### src/rtl/clk_freq_meter_pkg.sv
// Shared definitions for the clock frequency meter: FSM encoding and
// default timing constants for a 50 MHz clk_in.
package clk_freq_meter_pkg;

  typedef enum logic [1:0] {
    ST_IDLE = 2'd0,
    ST_ARM  = 2'd1,
    ST_GATE = 2'd2,
    ST_DONE = 2'd3
  } meas_state_e;

  localparam int unsigned DEF_GATE_CYCLES = 32'd5_000_000;
  localparam int unsigned DEF_ARM_TIMEOUT = 32'd5_000_000;

  function automatic int unsigned max_u(input int unsigned a, input int unsigned b);
    return (a > b) ? a : b;
  endfunction

endpackage

### src/rtl/clk_freq_meter_sync_edge_det.sv
// Two-flop synchroniser followed by a rising-edge detector; the pulse is
// sampled by downstream logic on the third clk_i edge after d_i rises.
module sync_edge_det (
  input  logic clk_i,
  input  logic rst_ni,
  input  logic d_i,
  output logic pulse_o
);

  logic [2:0] sync_q;

  always_ff @(posedge clk_i or negedge rst_ni) begin
    if (!rst_ni) begin
      sync_q <= '0;
    end else begin
      sync_q <= {sync_q[1:0], d_i};
    end
  end

  assign pulse_o = sync_q[1] & ~sync_q[2];

endmodule

### src/rtl/clk_freq_meter.sv
// Gated edge counter measuring an asynchronous clock against clk_in, with
// a single shared timer for arm timeout and gate window, and valid/ack result hand-off.
module clk_freq_meter
  import clk_freq_meter_pkg::*;
#(
  parameter int unsigned GATE_CYCLES = DEF_GATE_CYCLES,
  parameter int unsigned ARM_TIMEOUT = DEF_ARM_TIMEOUT,
  parameter int unsigned CNT_W       = 24
) (
  input  logic             clk_in,
  input  logic             reset,
  input  logic             meas_in,
  input  logic             start,
  input  logic             cont,
  input  logic             ack,
  output logic             busy,
  output logic             valid,
  output logic [CNT_W-1:0] count,
  output logic             ovf,
  output logic             no_sig
);

  localparam int unsigned TMR_W = $clog2(max_u(GATE_CYCLES, ARM_TIMEOUT) + 1);
  localparam logic [TMR_W-1:0] GATE_LAST = TMR_W'(GATE_CYCLES - 1);
  localparam logic [TMR_W-1:0] ARM_LAST  = TMR_W'(ARM_TIMEOUT - 1);

  logic edge_pls;

  sync_edge_det u_sync_edge_det (
    .clk_i   (clk_in),
    .rst_ni  (reset),
    .d_i     (meas_in),
    .pulse_o (edge_pls)
  );

  meas_state_e      state_q,  state_d;
  logic [TMR_W-1:0] timer_q,  timer_d;
  logic [CNT_W-1:0] edges_q,  edges_d;
  logic             sat_q,    sat_d;
  logic             nosig_q,  nosig_d;
  logic             busy_q,   busy_d;
  logic             valid_q,  valid_d;
  logic [CNT_W-1:0] count_q,  count_d;
  logic             ovf_q,    ovf_d;
  logic             no_sig_q, no_sig_d;

  always_comb begin
    state_d  = state_q;
    timer_d  = timer_q;
    edges_d  = edges_q;
    sat_d    = sat_q;
    nosig_d  = nosig_q;
    valid_d  = valid_q;
    count_d  = count_q;
    ovf_d    = ovf_q;
    no_sig_d = no_sig_q;

    if (ack && valid_q) valid_d = 1'b0;

    unique case (state_q)
      ST_IDLE: begin
        if (start) begin
          state_d = ST_ARM;
          timer_d = '0;
        end
      end
      ST_ARM: begin
        // The arming edge only opens the window; it is not itself counted.
        if (edge_pls) begin
          state_d = ST_GATE;
          timer_d = '0;
          edges_d = '0;
          sat_d   = 1'b0;
          nosig_d = 1'b0;
        end else if (timer_q == ARM_LAST) begin
          state_d = ST_DONE;
          edges_d = '0;
          sat_d   = 1'b0;
          nosig_d = 1'b1;
        end else begin
          timer_d = timer_q + TMR_W'(1);
        end
      end
      ST_GATE: begin
        if (edge_pls) begin
          if (edges_q == '1) sat_d = 1'b1;
          else               edges_d = edges_q + CNT_W'(1);
        end
        if (timer_q == GATE_LAST) state_d = ST_DONE;
        else                      timer_d = timer_q + TMR_W'(1);
      end
      ST_DONE: begin
        // Load overrides a coincident ack so a fresh result is never lost.
        count_d  = edges_q;
        ovf_d    = sat_q;
        no_sig_d = nosig_q;
        valid_d  = 1'b1;
        timer_d  = '0;
        state_d  = cont ? ST_ARM : ST_IDLE;
      end
      default: state_d = ST_IDLE;
    endcase

    busy_d = (state_d == ST_ARM) || (state_d == ST_GATE);
  end

  always_ff @(posedge clk_in or negedge reset) begin
    if (!reset) begin
      state_q  <= ST_IDLE;
      timer_q  <= '0;
      edges_q  <= '0;
      sat_q    <= 1'b0;
      nosig_q  <= 1'b0;
      busy_q   <= 1'b0;
      valid_q  <= 1'b0;
      count_q  <= '0;
      ovf_q    <= 1'b0;
      no_sig_q <= 1'b0;
    end else begin
      state_q  <= state_d;
      timer_q  <= timer_d;
      edges_q  <= edges_d;
      sat_q    <= sat_d;
      nosig_q  <= nosig_d;
      busy_q   <= busy_d;
      valid_q  <= valid_d;
      count_q  <= count_d;
      ovf_q    <= ovf_d;
      no_sig_q <= no_sig_d;
    end
  end

  assign busy   = busy_q;
  assign valid  = valid_q;
  assign count  = count_q;
  assign ovf    = ovf_q;
  assign no_sig = no_sig_q;

endmodule

### config.mk
export PLATFORM = sky130hd
export DESIGN_NAME = clk_freq_meter
export DESIGN_NICKNAME = d
export VERILOG_FILES = /design/src/rtl/clk_freq_meter_pkg.sv /design/src/rtl/clk_freq_meter_sync_edge_det.sv /design/src/rtl/clk_freq_meter.sv
export SDC_FILE = /design/constraint.sdc
export NUM_CORES = 1
export LEC_CHECK = 0
export CAP_MARGIN = 15
export CORE_UTILIZATION = 41
export CTS_BUF_LIST = sky130_fd_sc_hd__clkbuf_8
export CTS_CLUSTER_SIZE = 40
export DETAILED_ROUTE_END_ITERATION = 10
export DONT_BUFFER_PORTS = 1
export GPL_TIMING_DRIVEN = 0
export SYNTH_ARGS = -nofsm -noshare
export SYNTH_HDL_FRONTEND = slang
export SYNTH_SLANG_ARGS = --single-unit
### constraint.sdc
create_clock -name clk_in -period 2.68 [get_ports clk_in]
set_clock_uncertainty 0.2 [all_clocks]
set_input_delay 0.536 -clock clk_in [delete_from_list [all_inputs] [get_ports clk_in]]
set_output_delay 0.536 -clock clk_in [all_outputs]
set_load 0.05 [all_outputs]
==> metrics.cfg <==
[power_and_ir_drop]
p_clk_share_pct=31.9
power_density_nw_per_um2=690.3
netSwitchingFraction_pct=33.32
p_sw_mw=1.027
internal_power_mw=2.055
leakage_nw=1.943
power.total_mw=3.083
combPwrFrac_pct=20.8
peakVddDrop_uv=643.5
seqPwrFrac_pct=47.3

[synth]
netlist_area_um2=4020
avgSynthCellArea_um2=10.50
synthArstFlopShare_pct=100.0
ys_ff_latch=82
ys_top_cells_by_area=dfrtp_1 51%, mux2_2 7.6%, xor2_1 3.5%
synth-edff-count=0
synth_common_cells=82 x dfrtp_1, 32 x nor2_1, 27 x mux2_2
synth_seq_area_share_pct=51.04
synth-main-ff-cell=dfrtp_1
syn-instance-count=383
synth_nets=396
yosysMostFrequentCell=dfrtp_1
yosysWarnings=0
post-synth-top-area-cell=dfrtp_1
yosys.cell_types.count=49
synth_top_area_share_pct=51.04

[global_routing]
track_usage_pct=17.72
grt_pass1_wl_um=13940
grt_pass1_vias=2857
grt_overflow=0
grt_start_max_net_pins=83
antenna_found_initial=0

[sta]
hold_slack_ns=0.1334
finalHoldViolCount=0
grt_setup_unrepaired=false
tightest_slew_ns=0.6647
final-setup-viol-count=0
finalWorstSetupSlack_ns=0.1557
drv_slew=0
slew_headroom_pct=55.52
tns_ns=0
fin_crit_ns=2.524
fmax_ghz=0.3962
min_period_over_period_pct=94.19

[clocking]
worstSkewPairLatency_ns=0.36
cts_setup_buffers=0
cts_tree=built
path_clk_slew_ns=0.09
cts.htree.levels=3
cts_root_buf=clkbuf_8
cts_buffer_depth=2
clock_sinks=82
cts_made_buffers=9

[placed_design]
dpl.hpwl_um=5654
dp.cells=512
gp_congestion=0.8277
place_area_um2=4182
dpl_worst_slack_ns=0.01665
io_buffers=0

[worst_setup_path]
cp_slowest_cell=or4_1
worst_setup_path_endpoint=edges_q[13]
crit_family=simple AND/OR/NAND/NOR gates
path_class=flip-flop to flip-flop
r2r_cells=8
regToRegSetupSlack_ns=0.16
slowest_delay_ns=0.46
r2r_end=edges_q[13]
start_kind=flip-flop
path_buf_inv=2
cp.arrival_ns=2.61
cp_max_fo=10
cp_cell_sequence=inv_1 -> ha_1 -> nand3b_1 -> nor2_4 -> o21ai_1 -> buf_4 -> or4_1 -> a21oi_1
cp_data_required_time_ns=2.76
startpoint=state_q[0]
cp-end-kind=flip-flop
r2r-start=state_q[0]
cp.depth=8

[die]
die_h_um=101.0
chipWidth_um=101.0
io-pin-count=34
num_rows=35
die-area_um2=10210
core_region_area_um2=9371
start_util_pct=42.90

[cells_and_area]
syn2layout_area_growth_pct=11.08
fin_nets=410
fin_cells=531
multi_input_area_um2=1862
postLayoutCoreUtil_pct=47.65
drive_gt1_share_pct=15.42
diodes=0
stdcell_area_um2=4466
regArea_um2=2052
nFillCells=888

[routing]
vias_per_cell=5.524
vias=2933
route.detailed.drc=0
ant_nets=0
wirelength_um=8268
wire_per_inst_um=15.57
dr.pass1.iters=5
drtIter0Drc=142

[run]
drv_cap=0

[outcome]
status=finished clean

[worst_hold_path]
hold_class=primary input to flip-flop

how the worst min path moves through the flow:
stage,to,depth (start not counted),from
6_report,valid,2,ack
5_1_grt,valid,2,ack
4_1_cts,valid,2,ack
3_5_place_dp,edges_q[12],0,reset
3_3_place_gp,count[11],0,reset
2_1_floorplan,busy,0,reset
power groups by stage:
stage / sequential, mW / combinational, mW / clock [mW]
6_report: 1.46 / 0.640 / 0.984
5_1_grt: 1.47 / 0.731 / 1.06
4_1_cts: 1.46 / 0.649 / 1.02
3_5_place_dp: 1.48 / 0.616 / 0
3_3_place_gp: 1.48 / 0.602 / 0
2_1_floorplan: 1.47 / 0.471 / 0
logic make-up after synthesis:
family | share of synthesized area (%)
simple gates | 21.54
flops | 51.04
compound gates | 10.05
buf+inv | 3.050
mux | 7.563
xor+xnor | 4.575
fa+ha+maj | 2.179
final cells by class:
| type | count | area share (%) |
|---|---|---|
| Tap cell | 129 | 3.614 |
| Sequential cell | 82 | 45.95 |
| Inverter | 14 | 1.177 |
| Buffer | 15 | 1.597 |
| Multi-Input combinational cell | 272 | 41.69 |
| Clock inverter | 7 | 2.129 |
| Clock buffer | 9 | 2.774 |
| Timing Repair Buffer | 3 | 1.065 |
registers in the layout, indices dropped and copies added (netlist names):
name and flops:
u_sync_edge_det.sync_q 3, valid 1, state_q 2, busy 1, edges_q 24, timer_q 23, ovf 1, count 24
no_sig 1, sat_q 1, nosig_q 1
layout by cell type (no fill, tap or decap), types with 6 or more instances in the layout:
| master | netlist | routed |
|---|---|---|
| xor2_1 | 16 | 16 |
| nand4_1 | 16 | 16 |
| mux2_2 | 27 | 27 |
| nand3_1 | 17 | 17 |
| o21ai_0 | 13 | 13 |
| nand2_1 | 25 | 25 |
| and3_1 | 9 | 9 |
| nor2_1 | 32 | 30 |
| a21oi_1 | 21 | 21 |
| or4_1 | 10 | 10 |
| inv_1 | 14 | 15 |
| o31ai_1 | 6 | 6 |
| dfrtp_1 | 82 | 82 |
| or3_1 | 13 | 13 |
| ha_1 | 7 | 7 |
| clkbuf_8 | 0 | 9 |
layer usage:
metal | part of all wire [%] | vias up | GRT usage, %
met2 | 48 | 50 | 28.24
met3 | 4.4 | 9 | 4.646
met1 | 46 | 1457 | 23.41
li1 | - | 1417 | -
met4 | 1.4 | 0 | 6.020
met5 | 0 | - | 0
timing repair:
item	in CTS	in global routing
gates resized for setup	1	5
setup endpoints to repair	1	21
endpoints found under the hold margin	83	0
hold buffers	3	0
(Power assumes the default switching activity.)
